--- src/rtl/fc_seq_pkg.sv ---
// Shared types and width helpers for the fully-connected layer sequencer.
package fc_seq_pkg;

  typedef enum logic [2:0] {
    LOAD  = 3'd0,
    CLR   = 3'd1,
    COMP  = 3'd2,
    DRAIN = 3'd3,
    OUT   = 3'd4
  } state_e;

  // Bits needed to hold a counter ranging over 0..n-1 (at least one bit).
  function automatic int cnt_bits(input int n);
    return (n <= 1) ? 1 : $clog2(n);
  endfunction

  // x RAM address width for an n-word input vector.
  function automatic int vec_addr_bits(input int n);
    return cnt_bits(n);
  endfunction

  // Weight ROM address width: each ROM holds (m/p) rows of n weights.
  function automatic int mat_addr_bits(input int m, input int n, input int p);
    return cnt_bits((m * n) / p);
  endfunction

  // Group counter width: m/p groups of p neurons each.
  function automatic int group_bits(input int m, input int p);
    return cnt_bits(m / p);
  endfunction

endpackage

--- src/rtl/fc_seq_delay.sv ---
// Fixed-depth 1-bit delay line: turns the address-issue strobe into en_acc
// once the datapath read pipeline has produced the matching product.
module fc_seq_delay #(
  parameter int DEPTH = 2
) (
  input  logic clk,
  input  logic reset,
  input  logic din,
  output logic dout
);

  logic [DEPTH:0] tap;

  assign tap[0] = din;

  for (genvar gi = 0; gi < DEPTH; gi++) begin : g_stage
    logic q_reg;

    // One pipeline stage; reset flushes any in-flight tokens.
    always_ff @(posedge clk) begin
      if (reset) q_reg <= 1'b0;
      else       q_reg <= tap[gi];
    end

    assign tap[gi+1] = q_reg;
  end

  assign dout = tap[DEPTH];

endmodule

--- src/rtl/fc_layer_sequencer.sv ---
// Control FSM for one fully-connected layer: load x, then per group
// clear / compute / drain / stream P results. Carries no data bits.
// Optional build macro FC_SEQ_PERF_EN adds stall_cycles and layer_done outputs.
module fc_layer_sequencer
  import fc_seq_pkg::*;
#(
  parameter int M        = 10,
  parameter int N        = 8,
  parameter int T        = 16,
  parameter int P        = 1,
  parameter int PIPE_LAT = 2
) (
  input  logic                      clk,
  input  logic                      reset,
  input  logic                      input_valid,
  output logic                      input_ready,
  output logic                      output_valid,
  input  logic                      output_ready,
  output logic [$clog2(N)-1:0]      addr_x,
  output logic                      wr_en_x,
  output logic [$clog2(M*N/P)-1:0]  addr_w,
  output logic                      wr_en_w,
  output logic                      clear_acc,
  output logic                      en_acc,
  output logic [P-1:0]              f_sel
`ifdef FC_SEQ_PERF_EN
  ,
  output logic [15:0]               stall_cycles,
  output logic                      layer_done
`endif
);

  localparam int XW     = vec_addr_bits(N);
  localparam int WW     = mat_addr_bits(M, N, P);
  localparam int GROUPS = M / P;
  localparam int GW     = group_bits(M, P);
  localparam int JW     = cnt_bits(P);
  localparam int DW     = cnt_bits(PIPE_LAT);

  if (M % P != 0) begin : g_bad_mp
    $error("fc_layer_sequencer: M must be a multiple of P");
  end
  if (N < 2) begin : g_bad_n
    $error("fc_layer_sequencer: N must be at least 2");
  end
  if (PIPE_LAT < 1) begin : g_bad_lat
    $error("fc_layer_sequencer: PIPE_LAT must be at least 1");
  end
  if (T < 1) begin : g_bad_t
    $error("fc_layer_sequencer: T must be at least 1");
  end

  state_e         state_reg, state_next;
  logic [XW-1:0]  i_reg;   // load index
  logic [XW-1:0]  k_reg;   // MAC index within a group
  logic [DW-1:0]  d_reg;   // drain cycle index
  logic [GW-1:0]  g_reg;   // group index
  logic [JW-1:0]  j_reg;   // output lane index
  logic           last_i, last_k, last_d, last_group, last_lane, issue;

  assign last_i     = (i_reg == XW'(N - 1));
  assign last_k     = (k_reg == XW'(N - 1));
  assign last_d     = (d_reg == DW'(PIPE_LAT - 1));
  assign last_group = (g_reg == GW'(GROUPS - 1));
  assign last_lane  = (j_reg == JW'(P - 1));
  assign issue      = (state_reg == COMP);

  // State register.
  always_ff @(posedge clk) begin
    if (reset) state_reg <= LOAD;
    else       state_reg <= state_next;
  end

  // Next-state decode.
  always_comb begin
    state_next = state_reg;
    case (state_reg)
      LOAD:    if (input_valid && last_i) state_next = CLR;
      CLR:     state_next = COMP;
      COMP:    if (last_k) state_next = DRAIN;
      DRAIN:   if (last_d) state_next = OUT;
      OUT:     if (output_ready && last_lane) state_next = last_group ? LOAD : CLR;
      default: state_next = LOAD;
    endcase
  end

  // Layer counters; each returns to zero at the end of its own range.
  always_ff @(posedge clk) begin
    if (reset) begin
      i_reg <= '0;
      k_reg <= '0;
      d_reg <= '0;
      g_reg <= '0;
      j_reg <= '0;
    end else begin
      case (state_reg)
        LOAD:  if (input_valid) i_reg <= last_i ? '0 : i_reg + XW'(1);
        COMP:  k_reg <= last_k ? '0 : k_reg + XW'(1);
        DRAIN: d_reg <= last_d ? '0 : d_reg + DW'(1);
        OUT: begin
          if (output_ready) begin
            if (last_lane) begin
              j_reg <= '0;
              g_reg <= last_group ? '0 : g_reg + GW'(1);
            end else begin
              j_reg <= j_reg + JW'(1);
            end
          end
        end
        default: ;
      endcase
    end
  end

  // Datapath control pins decoded from state and counters.
  always_comb begin
    input_ready  = 1'b0;
    output_valid = 1'b0;
    wr_en_x      = 1'b0;
    wr_en_w      = 1'b0;
    clear_acc    = 1'b0;
    addr_x       = '0;
    addr_w       = '0;
    f_sel        = P'(1) << j_reg;
    case (state_reg)
      LOAD: begin
        input_ready = 1'b1;
        wr_en_x     = input_valid;
        addr_x      = i_reg;
      end
      CLR:  clear_acc = 1'b1;
      COMP: begin
        addr_x = k_reg;
        addr_w = WW'(int'(g_reg) * N + int'(k_reg));
      end
      OUT:  output_valid = 1'b1;
      default: ;
    endcase
  end

  fc_seq_delay #(
    .DEPTH (PIPE_LAT)
  ) u_delay (
    .clk   (clk),
    .reset (reset),
    .din   (issue),
    .dout  (en_acc)
  );

`ifdef FC_SEQ_PERF_EN
  // Saturating count of cycles the output port is held off by backpressure.
  always_ff @(posedge clk) begin
    if (reset) stall_cycles <= '0;
    else if (output_valid && !output_ready && stall_cycles != 16'hFFFF)
      stall_cycles <= stall_cycles + 16'd1;
  end

  assign layer_done = (state_reg == OUT) && output_ready && last_lane && last_group;
`endif

endmodule

--- config.mk ---
export PLATFORM = sky130hd
export DESIGN_NAME = fc_layer_sequencer
export DESIGN_NICKNAME = d
export VERILOG_FILES = /design/src/rtl/fc_seq_pkg.sv /design/src/rtl/fc_seq_delay.sv /design/src/rtl/fc_layer_sequencer.sv
export SDC_FILE = /design/constraint.sdc
export NUM_CORES = 1
export LEC_CHECK = 0
export ABC_AREA = 0
export CAP_MARGIN = 40
export CORE_MARGIN = 8
export CORE_UTILIZATION = 52
export DETAILED_ROUTE_END_ITERATION = 12
export PLACE_DENSITY = 0.82
export SLEW_MARGIN = 25
export SYNTH_ARGS = -nofsm -noshare
export SYNTH_HDL_FRONTEND = slang
export SYNTH_HIERARCHICAL = 1
export SYNTH_SLANG_ARGS = --single-unit
--- constraint.sdc ---
create_clock -name clk -period 2 [get_ports clk]
set_input_delay 0.5 -clock clk [delete_from_list [all_inputs] [get_ports clk]]
set_output_delay 0.5 -clock clk [all_outputs]
set_load 0.02 [all_outputs]
* Word-level counts from Yosys, hierarchy flattened
Cells that the tools add are included.
** Cells by class
- Add/sub/neg operators :: 6
- Multiply operators :: 0
- Divide/modulo/power cells :: 0
- $lt $le $gt $ge :: 0
- Eq/ne operators :: 11
- Shift-type cells :: 1
- Muxes and demuxes :: 17
- Bitwise gates (word level) :: 1
- Reduce and logical (&&, ||, !) cells :: 7
** Operators with widths (number)
- $mux 3 :: 6
- $pmux 3 s5 :: 1
- $eq 3x3->1 const B :: 3
- $ne 2x2->1 const B :: 4
- $add 7x3->7 :: 1
- $mux 1 :: 7
- $mux 7 :: 1
- $add 3x1->3 const B :: 2
- $eq 3x2->1 const B :: 2
- $pmux 3 s2 :: 1
- $add 4x1->4 const B :: 1
- $eq 4x4->1 const B :: 1
- $mux 4 :: 1
- $reduce_and 2->1 :: 2
- $reduce_and 4->1 :: 1
- $eq 3x1->1 const B :: 1
- $logic_not 3->1 :: 1
- $reduce_and 3->1 :: 1
- $add 1x1->1 const B :: 2
- $logic_and 1x1->1 :: 2
- $not 1->1 :: 1
- $shl 1x1->1 const A :: 1
** Word-level totals
- Flip-flop bits (word level) :: 17
- Bits in latches :: 0
- Memory bits (writable) :: 0
- Memory bits (read-only) :: 0
- Input port bits :: 4
- Output and inout port bits :: 17
- Word-level logic and storage cells :: 51
- Memories kept :: 0

* Longest topological paths before layout
Gate-level depths: netlist (run 1).
- Word-level depth :: 4
- Gate-level depth with buffers :: 5
- Gate-level depth less buffers :: 5

* Cells and area by module
The synthesis (run 1) kept the hierarchy.
** Modules (own cells, without submodules)
- fc_layer_sequencer :: instances 1, cells an instance 99, area an instance 869.6 µm², sequential area each 280.3 µm²
- fc_seq_delay :: instances 1, cells an instance 4, area an instance 52.6 µm², sequential area each 40.0 µm²

* Worst setup path after synthesis (run 1)
Ideal clock, no wire load.
- Kind :: register -> output
- From :: register state_reg[0]
- To :: output port clear_acc
- Data arrival time :: 1239 ps
- Data required time :: 1500 ps
- Path slack :: 261 ps
- Cell stages (with the launch flop) :: 3
- Buffers on the path :: 1
- Cell sequence :: dfxtp_1 clkbuf_1 nor3b_1
** Between the ends
- Word-level cells in the longest chain between the ends :: 2
** Ends and longest elaborated chain
- from (decl) :: line fc_layer_sequencer.sv:53 : state_e state_reg, state_next;
- from (signal assigned) :: line fc_layer_sequencer.sv:71 : else state_reg <= state_next;
- $eq 3x1->1 :: line fc_layer_sequencer.sv:125 : case (state_reg)
- $mux 1 :: line fc_layer_sequencer.sv:125
- to (decl) :: line fc_layer_sequencer.sv:23 : output logic clear_acc,
No other way between the ends.

* Worst setup path after layout (run 1)
- From :: input port input_valid
- To :: output port wr_en_x
** Between the ends
- Word-level cells in the longest chain between the ends :: 1
** Ends and longest elaborated chain
- from (decl) :: line fc_layer_sequencer.sv:15 : input logic input_valid,
- $mux 1 :: line fc_layer_sequencer.sv:125
- to (decl) :: line fc_layer_sequencer.sv:20 : output logic wr_en_x,
No other way between the ends.

==> metrics.log, run 1 <==
[metrics] instance count of the mapped netlist: 103
[metrics] type of element launching the critical path: input port
[metrics] capture point of the worst reg-to-reg path: g_reg[3]
[metrics] result of the run: finished clean
[metrics] antenna violations before repair: 0
[metrics] power per standard cell area: 491 nW/µm²
[metrics] total of warnings raised by yosys: 6
[metrics] count of state elements after synthesis: 16
[metrics] number of inserted filler cells in the final layout: 130
[metrics] final worst path period share: 0.973
[metrics] vias: 770
[metrics] final design instance area without fill: 1210 µm²
[metrics] mean post-synth cell area: 8.95 µm²
[metrics] Starting Density: 0.546
[metrics] H-tree depth: 1
[metrics] pin count of the biggest net entering global routing: 17
[metrics] max frequency: 0.514 GHz
[metrics] peak fanout along the critical path: 2
[metrics] slowest cell on the critical path: sky130_fd_sc_hd__clkdlybuf4s50_1
[metrics] cell area reported after detailed placement: 1170 µm²
[metrics] worst setup slack after layout: 0.0543 ns
[metrics] number of detailed-routing iterations run before antenna repair: 4
[metrics] routed vias/inst: 5.38
[metrics] Post-Synthesis Cell Area: 922 µm²
[metrics] data arrival time of the critical path: 1.45 ns
[metrics] critical path start-end classification: in -> out
[metrics] max_cap viols: 0
[metrics] CTS Buf Count: 3
[metrics] main flop type after synthesis: sky130_fd_sc_hd__dfxtp_1
[metrics] total congestion overflow: 0
[metrics] placer congestion estimate: 0.745
[metrics] die outline area: 3380 µm²
[metrics] share of post-route cells with drive strength above 1: 0.238
[metrics] Clk Tree Root Cell: sky130_fd_sc_hd__clkbuf_4
[metrics] sequence of cells on the critical path: clkdlybuf4s50_1 -> nor4b_4 -> buf_2
[metrics] depth of the worst register-to-register path: 4
[metrics] count of placed standard cells including taps: 138
[metrics] Syn Nets: 111
[metrics] path class of the lowest-slack min-delay path: reg -> reg
[metrics] number of nets with antenna violations after routing: 0
[metrics] clock slew at the register clock pins of the worst setup and hold paths: 0.09 ns
[metrics] routed wire length: 2.00 mm
[metrics] worst min-delay path endpoint: u_delay/dout
[metrics] required time at the endpoint of the critical path: 1.50 ns
[metrics] Final HPWL DP: 1.52 mm
[metrics] DR WL/cell: 14.0 µm
[metrics] worst-case setup slack after placement: -0.435 ns
[metrics] Leak Pwr: 0.498 nW
[metrics] nets@finish: 135
[metrics] count of boundary I/O pins: 21
[metrics] endpoints failing hold: 0
[metrics] die height: 58.1 µm
[metrics] count of unique library cells instantiated by Yosys: 35
[metrics] source-to-sink clock delay at the later pin of the worst-skew pair: 0.29 ns
[metrics] number of global-route vias before repair: 725
[metrics] sequential area share after synthesis: 0.347
[metrics] number of rows created at floorplan: 15
[metrics] unrepaired setup endpoints after global routing: no
[metrics] Initial DRC Count: 7
[metrics] worst hold path depth: 1
[metrics] total of buffers placed on input and output ports: 18
[metrics] x dimension of the die: 58.1 µm
[metrics] highest ir drop seen on vdd: 352 µV
[metrics] final non-filler cell total: 143
[metrics] total clock sinks: 16
[metrics] reg2reg setup slack: 0.57 ns
[metrics] area delta synth->final: 31.8%
[metrics] Setup Viol. Count Final: 0
[metrics] kind of cell with the highest combined delay on the critical path: buffers and inverters
[metrics] Post-synth EDFFs: 0
[metrics] count of antenna diodes in the layout: 0
[metrics] maximum root-to-sink buffer count: 2
[metrics] number of flip-flops in the largest register: 4
[metrics] worst path bufs/invs: 2
[metrics] number of design rule violations left after detail routing: 0
[metrics] fraction of registers with async set or reset after synthesis: 0
[metrics] slowest stage delay, CP: 0.49 ns
[metrics] first-pass GRT wire length: 3.23 mm
[metrics] final clock skew: 0.00845 ns
[metrics] combined global-route utilization of all metal layers: 0.122
[metrics] Crit. End Element: output port
[metrics] Slew Viols, Final: 0
[metrics] min cycle time layout: 1.95 ns
[metrics] worst hold start: u_delay/g_stage[0].q_reg
[metrics] hold_buf cts: 0
[metrics] launch instance of the worst register-to-register path: state_reg[1]
[metrics] core footprint: 1690 µm²
[metrics] clock tree from TritonCTS: done
==> timing repair <==
action                     in CTS  in global routing
buffers inserted                0                  1
gates resized for setup        34                  7
setup endpoints to repair      14                 10
hold endpoints to repair        0                  0
==> power breakdown <==
| group | switching, mW | internal, mW |
|---|---|---|
| combinational | 0.0301 | 0.0235 |
| sequential | 0.00348 | 0.321 |
| clock | 0.108 | 0.111 |
| total | 0.141 | 0.455 |
==> synthesized netlist by cell type (all sizes together), types with 2 or more instances <==
master   n  area share
nor2    11       0.045
and2     7       0.047
clkbuf   4       0.018
nand3b   4       0.033
nand2    3       0.012
ha       4       0.054
mux2i    8       0.087
nor2b    4       0.027
dfxtp   16        0.35
a21oi    6       0.033
buf      4       0.027
conb     2      0.0081
nand2b   5       0.034
inv      2      0.0081
nor3     4       0.022
nor3b    3       0.030
==> worst max path at each step <==
stage	start	endpoint	slack (ns)	depth (start not counted)
finish	input_valid	wr_en_x	0.05	3
global placement	input_valid	wr_en_x	-0.36	3
CTS	state_reg[2]	addr_w[0]	-0.003	4
global route	state_reg[0]	clear_acc	0.002	3
floorplan	state_reg[0]	clear_acc	0.26	2
detailed placement	input_valid	wr_en_x	-0.44	3
==> final cells by class <==
type	count	area, µm²	share of cell area
timing repair buffer	27	263	0.216
inverter	2	7.51	0.00618
clock buffer	4	36.3	0.0299
tap	17	21.3	0.0175
multi-input combinational	77	562	0.462
sequential	16	325	0.268
==> per-stage QoR <==
step / hold WS (ns) / total power, mW / setup TNS, ns / utilization
floorplan: 0.414 / 0.364 / 0 / -
global placement: 0.427 / 0.388 / -0.361 / 0.691
detailed placement: 0.424 / 0.391 / -0.435 / 0.691
CTS: 0.446 / 0.608 / -0.00399 / 0.716
global route: 0.465 / 0.621 / 0 / 0.719
finish: 0.447 / 0.597 / 0 / 0.719
==> layout by cell type (no fill, tap or decap), types with 5 or more instances in the layout <==
master                            count
sky130_fd_sc_hd__a21oi_1              6
sky130_fd_sc_hd__and2_1               7
sky130_fd_sc_hd__buf_4                6
sky130_fd_sc_hd__clkdlybuf4s15_2      6
sky130_fd_sc_hd__dfxtp_1             14
sky130_fd_sc_hd__dlygate4sd2_1        5
sky130_fd_sc_hd__mux2i_1              8
sky130_fd_sc_hd__nand2b_1             5
sky130_fd_sc_hd__nor2_1              11
==> cell families after synthesis <==
family / after synthesis / share of synthesized area
and+or+nand+nor: 49 / 0.346
other: 2 / 0.00814
DFF: 16 / 0.347
muxes: 9 / 0.0991
buffers and inverters: 10 / 0.0529
xor gates and xnor gates: 1 / 0.00950
AOI/OAI and AO/OA: 12 / 0.0828
adders and majority gates: 4 / 0.0543
==> metal layers <==
metal,track usage,part of all wire,vias to the layer above
li1,-,-,403
met1,0.132,0.44,348
met2,0.207,0.50,17
met3,0.0353,0.054,2
met4,0.0699,0.0050,0
met5,0,0,-
Note: power is estimated with default switching activity, not from simulation.
==> inputs of run 2 (changes only) <==
--- a/config.mk
+++ b/config.mk
@@ -11,7 +11,6 @@
 export CORE_UTILIZATION = 52
 export DETAILED_ROUTE_END_ITERATION = 12
 export PLACE_DENSITY = 0.82
-export SLEW_MARGIN = 25
 export SYNTH_ARGS = -nofsm -noshare
 export SYNTH_HDL_FRONTEND = slang
 export SYNTH_HIERARCHICAL = 1
==> results of run 2 <==
The final DEF is identical to that of run 1; final timing and power are the same.
